==> config.mk <==
export PLATFORM = sky130hd
export DESIGN_NAME = typing_scorer
export DESIGN_NICKNAME = d
export VERILOG_FILES = /design/src/rtl/typing_scorer.sv
export SDC_FILE = /design/constraint.sdc
export NUM_CORES = 1
export LEC_CHECK = 0
export CELL_PAD_IN_SITES_DETAIL_PLACEMENT = 0
export CELL_PAD_IN_SITES_GLOBAL_PLACEMENT = 2
export CORE_MARGIN = 4
export CORE_UTILIZATION = 22
export CTS_BUF_LIST = sky130_fd_sc_hd__clkbuf_4
export DETAILED_ROUTE_END_ITERATION = 7
export PLACE_DENSITY_LB_ADDON = 0.1
export SYNTH_ARGS = -nofsm -noshare
export SYNTH_HDL_FRONTEND = slang
export SYNTH_SLANG_ARGS = --single-unit
==> constraint.sdc <==
create_clock -name clk -period 4 [get_ports clk]
set_input_delay 0.8 -clock clk [delete_from_list [all_inputs] [get_ports clk]]
set_output_delay 0.8 -clock clk [all_outputs]
set_load 0.01 [all_outputs]
==> src/rtl/typing_scorer.sv <==
// typing_scorer: scores a typing run against a target text.
// Counts correct and wrong key presses and times the run in whole seconds.
// When the run ends it computes words-per-minute with a 14-step restoring divider.
// Optional macro TYPING_STRICT_EN: a wrong press also advances char_idx, so there is no retry.
module typing_scorer #(
    parameter int CLK_HZ     = 100000000,
    parameter int TEXT_LEN   = 64,
    parameter int IDX_W      = 6,
    parameter int TIME_LIMIT = 60
) (
    input  logic             clk,
    input  logic             rst,
    input  logic [2:0]       state,
    input  logic [511:0]     key_down,
    input  logic [8:0]       last_change,
    input  logic             been_ready,
    input  logic [8:0]       target_code,
    output logic [IDX_W-1:0] char_idx,
    output logic [9:0]       correct_cnt,
    output logic [9:0]       error_cnt,
    output logic [7:0]       seconds,
    output logic [6:0]       wpm,
    output logic             done,
    output logic             finish_req
);

    localparam int TICK_W = (CLK_HZ > 1) ? $clog2(CLK_HZ) : 1;
    localparam logic [2:0] ST_WAIT = 3'b000;
    localparam logic [2:0] ST_WORD = 3'b010;

    typedef enum logic [1:0] {PH_IDLE, PH_RUN, PH_DIV, PH_DONE} phase_t;

    phase_t            r_phase;
    logic [TICK_W-1:0] r_tick;
    logic [7:0]        r_sec;
    logic [9:0]        r_cor;
    logic [9:0]        r_err;
    logic [IDX_W-1:0]  r_idx;
    logic              r_press_prev;
    logic              r_finish;
    logic              r_done;
    logic [6:0]        r_wpm;
    // Divider state: r_step 0 loads operands, 1..14 run the shift/subtract steps, 15 stores the result.
    logic [3:0]        r_step;
    logic [7:0]        r_rem;
    logic [13:0]       r_quo;
    logic [7:0]        r_den;

    logic              w_level;
    logic              w_press;
    logic              w_ignored;
    logic              w_score;
    logic              w_match;
    logic              w_last_idx;
    logic              w_tick_wrap;
    logic              w_end_a;
    logic              w_end_b;
    logic              w_advance;
    logic [13:0]       w_numer;
    logic [8:0]        w_rem_sh;
    logic              w_ge;
    logic [7:0]        w_rem_sub;

    // A press is the first cycle in which the key-valid flag and the key's down bit are both high.
    assign w_level     = been_ready & key_down[last_change];
    assign w_press     = w_level & ~r_press_prev;
    // Presses of the shift keys and Enter are not part of the text.
    assign w_ignored   = (last_change == 9'h012) | (last_change == 9'h059) | (last_change == 9'h05A);
    assign w_score     = w_press & ~w_ignored;
    assign w_match     = (last_change == target_code);
    assign w_last_idx  = (r_idx == IDX_W'(TEXT_LEN - 1));
    assign w_tick_wrap = (r_tick == TICK_W'(CLK_HZ - 1));
`ifdef TYPING_STRICT_EN
    assign w_advance   = w_score;
`else
    assign w_advance   = w_score & w_match;
`endif
    assign w_end_a     = w_advance & w_last_idx;
    assign w_end_b     = w_tick_wrap & (({1'b0, r_sec} + 9'd1) == 9'(TIME_LIMIT));

    // The numerator is correct_cnt*12. It is 5 characters per word, scaled to one minute.
    assign w_numer     = 14'(r_cor) * 14'd12;
    assign w_rem_sh    = {r_rem, r_quo[13]};
    assign w_ge        = (w_rem_sh >= {1'b0, r_den});
    // The result is below r_den whenever it is used, so 8 bits of the difference are exact.
    assign w_rem_sub   = w_rem_sh[7:0] - r_den;

    // Phase sequencing, scoring, run timer and the sequential divider.
    always_ff @(posedge clk) begin
        if (rst) begin
            r_phase      <= PH_IDLE;
            r_tick       <= '0;
            r_sec        <= '0;
            r_cor        <= '0;
            r_err        <= '0;
            r_idx        <= '0;
            r_press_prev <= 1'b0;
            r_finish     <= 1'b0;
            r_done       <= 1'b0;
            r_wpm        <= '0;
            r_step       <= '0;
            r_rem        <= '0;
            r_quo        <= '0;
            r_den        <= '0;
        end else begin
            r_press_prev <= w_level;
            r_finish     <= 1'b0;
            case (r_phase)
                PH_IDLE: begin
                    if (state == ST_WORD) r_phase <= PH_RUN;
                end
                PH_RUN: begin
                    if (state == ST_WAIT) begin
                        r_phase <= PH_IDLE;
                        r_tick  <= '0;
                        r_sec   <= '0;
                        r_cor   <= '0;
                        r_err   <= '0;
                        r_idx   <= '0;
                    end else begin
                        r_tick <= w_tick_wrap ? '0 : r_tick + 1'b1;
                        if (w_tick_wrap && r_sec != 8'd255) r_sec <= r_sec + 8'd1;
                        if (w_score) begin
                            if (w_match) begin
                                if (r_cor != 10'd1023) r_cor <= r_cor + 10'd1;
                            end else begin
                                if (r_err != 10'd1023) r_err <= r_err + 10'd1;
                            end
                        end
                        if (w_advance && !w_last_idx) r_idx <= r_idx + 1'b1;
                        if (w_end_a || w_end_b) begin
                            r_finish <= 1'b1;
                            r_phase  <= PH_DIV;
                            r_step   <= '0;
                        end
                    end
                end
                PH_DIV: begin
                    if (r_step == 4'd0) begin
                        r_rem  <= '0;
                        r_quo  <= w_numer;
                        r_den  <= (r_sec == 8'd0) ? 8'd1 : r_sec;
                        r_step <= 4'd1;
                    end else if (r_step == 4'd15) begin
                        r_wpm   <= (|r_quo[13:7]) ? 7'd127 : r_quo[6:0];
                        r_done  <= 1'b1;
                        r_phase <= PH_DONE;
                    end else begin
                        r_rem  <= w_ge ? w_rem_sub : w_rem_sh[7:0];
                        r_quo  <= {r_quo[12:0], w_ge};
                        r_step <= r_step + 4'd1;
                    end
                end
                PH_DONE: begin
                    if (state == ST_WAIT) begin
                        r_phase <= PH_IDLE;
                        r_tick  <= '0;
                        r_sec   <= '0;
                        r_cor   <= '0;
                        r_err   <= '0;
                        r_idx   <= '0;
                        r_wpm   <= '0;
                        r_done  <= 1'b0;
                    end
                end
                default: r_phase <= PH_IDLE;
            endcase
        end
    end

    assign char_idx    = r_idx;
    assign correct_cnt = r_cor;
    assign error_cnt   = r_err;
    assign seconds     = r_sec;
    assign wpm         = r_wpm;
    assign done        = r_done;
    assign finish_req  = r_finish;

endmodule
==> impl_results.md <==
* Min Tclk post-route at about 3.7 ns
* Setup crit end kind: flop
* Post-Syn Instances at about 1200
* Share of cells above drive strength 1 at between 10% and 20%
* DRT antenna net count at 0
* Worst Max-Slew Pin Slew at 1.13 ns
* Detailed Place HPWL at about 52000 um
* Clock share of power at 20.2%
* Longest Clk Path Bufs at 2
* Yosys cell types at 73
* Initial antenna violation count at 5
* Mean area per synthesized cell at 9.09 sq um
* Slew HR at 24.5%
* Final worst slack at roughly 0.28 ns
* H-tree depth at 3
* Post-synth top area share at about a fifth
* Drt wl/cell at 25.3 um
* Vias in the first global route at 12700
* Nets at 2351
* Final hold violations at 0
* GR Layer Usage met3 at between 4 and 5%
* Final setup vio count at 0
* Largest net degree at the start of global routing at 54
* Crit path DAT at 4.15 ns
* Filler cells at between 4000 and 5000
* Hold_buf cts at 0
* Global Route Usage Sum at between 20% and 30%
* Num CTS Buffers at 9
* Max cap viols at 0
* Fraction of registers with async set/reset at 0%
* Final period util at 93.1%
* Kind of critical path: in -> reg
* Router iterations before antenna repair at 5
* FP Rows at 80
* Synth top area cells: dfxtp_1, mux4_2, mux4_1
* Fmax at 269 MHz
* Maximum VDD drop at 0.000104 V
* Routed WL at 61000 um
* CTS sink count at 107
* 1st-iter DRT viols at about 750
* Fin. max-slew vios at 0
* Worst setup SP type: input pin
* Synth area leader: dfxtp_1
* CP required at approximately 4.4 ns
* RSZ-0062 raised after global routing: false
* Clock root cell: clkbuf_4
* First-pass GRT wire length at 88800 um
* Residual DRC at 0
* Max Clock Skew at between 0.02 and 0.03 ns
* Initial Util at 22.4%
* FF+latch count, synth at 107
* GRT met1 Usage at 30.7%
* Pwr/cell area at ~170 mW/mm^2
* Layout overhead on the synthesized area at 65.1%
* Area of the core at 0.0480 sq mm
* GRT overflow at 0
* Cell Area, Synth at around 0.011 sq mm
* Pre-CTS WS at -0.288 ns
* Combinational share of power at 43.7%
* Ys flop type: dfxtp_1
* Int Pwr at 0.00208 W
* EDFF count, synth at 0
* Switching pwr at 0.000893 W
* Die width at 229 um
* Flop pwr share at 36.2%
* Port Buffers at 578
* Syn_nets at 1746
* Die span in y at 229 um
* Vias per inst at 5.07
* Worst-Skew Late Latency at around 0.5 ns
* GR peak layer: met2
* Placer Congestion at 0.858
* Seq/Total Area, Yosys at between 10% and 20%
* Leakage Power at between 6 and 7 nW
* Clock-pin slew on the worst setup and hold paths at roughly 0.18 ns
* Max Fanout on Critical Path at 18
* HP Class: reg -> reg
* Die ar. at 0.0524 sq mm
* Yosys warns at 0
* Switching Fraction at between 30% and 40%
* Met2 usage at roughly 38%
* Final core utilization at between 30 and 40%
* Via count at 12200
* TritonCTS clock tree: done
* IO Pins at 579
* Final TNS setup at 0 ns
* Run status: finished, final reports clean
[synthesized netlist by cell type (14+ instances only)]
cell / count
nor3_1: 28
o21ai_0: 49
dfxtp_1: 107
nand2_1: 124
and3_1: 19
buf_2: 24
nand3_1: 64
nor2_1: 99
mux2i_1: 57
ha_1: 27
a211oi_1: 21
mux4_2: 78
nor2b_1: 14
inv_1: 30
nand2b_1: 16
a21oi_1: 88
mux4_1: 35
clkbuf_1: 37
a22oi_1: 27
[power by group through the flow]
stage / combinational, W / clock [W] / sequential (W)
floorplan: 0.000502 / 0 / 0.00110
global placement: 0.00130 / 0 / 0.00110
detailed placement: 0.00130 / 0 / 0.00110
CTS: 0.00131 / 0.000634 / 0.00108
global route: 0.00138 / 0.000666 / 0.00108
finish: 0.00130 / 0.000600 / 0.00108
[metal layers]
| metal | routed length, um | vias to the layer above |
|---|---|---|
| li1 | - | 5807 |
| met1 | 27700 | 5958 |
| met2 | 29400 | 410 |
| met3 | 3740 | 13 |
| met4 | 124 | 4 |
| met5 | 31 | - |
[cells by family after synthesis]
family / share of synthesized area [%]
compound gates: 17.2
xor+xnor: 1.96
fa+ha+maj: 3.52
buf+inv: 6.42
flops: 19.9
mux: 31.3
simple gates: 19.7
[flip-flops by register name, indices dropped and copies added, names as in the netlist, named ones only]
| register | flops |
|---|---|
| seconds | 8 |
| finish_req | 1 |
| r_press_prev | 1 |
| error_cnt | 10 |
| r_den | 8 |
| correct_cnt | 10 |
| done | 1 |
| r_rem | 8 |
| r_step | 4 |
| r_quo | 14 |
| r_phase | 1 |
| char_idx | 6 |
| r_tick | 27 |
| wpm | 7 |
[what timing repair did]
action / CTS / global route
buffers inserted: 0 / 0
endpoints found under the setup margin: 0 / 3
endpoints found under the hold margin: 0 / 0
gates resized for setup: 0 / 1
[stage by stage]
stage,instance area (sq um),hold WS [ns],cells,power [W]
2_1_floorplan,10700,0.436,1181,0.00160
3_3_place_gp,17600,0.441,2390,0.00240
3_5_place_dp,17600,0.446,2390,0.00240
4_1_cts,17700,0.468,2405,0.00302
5_1_grt,17700,0.482,2406,0.00312
6_report,17700,0.466,2406,0.00298
[final cells by class]
type                       count  area [sq um]  area share (%)
clock inverter                 5          61.3           0.346
inverter                      31           116           0.656
sequential                   107          2140            12.1
antenna                        1          2.50          0.0141
timing repair buffer         683          6650            37.5
clock buffer                  10          75.1           0.423
tap                          615           769            4.34
multi-input combinational    954          7920            44.7
[layout by cell type, fill, tap and decap left out, types with 13 or more instances in the layout]
cell | netlist | final
a211oi_1 | 21 | 21
a21oi_1 | 88 | 88
a22oi_1 | 27 | 27
and3_1 | 19 | 19
buf_4 | 10 | 99
clkdlybuf4s50_1 | 0 | 572
dfxtp_1 | 107 | 107
ha_1 | 27 | 27
inv_1 | 30 | 30
mux2i_1 | 57 | 57
mux4_1 | 35 | 35
mux4_2 | 78 | 78
nand2_1 | 124 | 124
nand2b_1 | 16 | 16
nand3_1 | 64 | 64
nor2_1 | 99 | 99
nor2b_1 | 14 | 14
nor3_1 | 28 | 27
o21ai_0 | 49 | 49
or4_1 | 13 | 13
xnor2_1 | 13 | 13
[worst paths after layout]
check                           cells after the start          end  slack [ns]            from
worst max-delay path                               13  char_idx[0]        0.28  last_change[0]
worst min-delay path                                2       wpm[5]        0.47          wpm[5]
worst max register to register                     13    r_quo[11]        0.86  correct_cnt[0]
worst min register to register                      2       wpm[5]        0.47          wpm[5]
[worst max-delay path, stage by stage]
cell and delay (ns):
clkbuf_8 0.24, buf_4 0.26, mux4_1 0.66, a22o_1 0.22, a221oi_1 0.31, nand3_1 0.23, o21ai_0 0.25, nor3_2 0.09
o31ai_2 0.24, buf_4 0.22, o31a_1 0.31, nor2_1 0.07, a211oi_1 0.22
No activity file was read; power rests on OpenSTA's default activity.
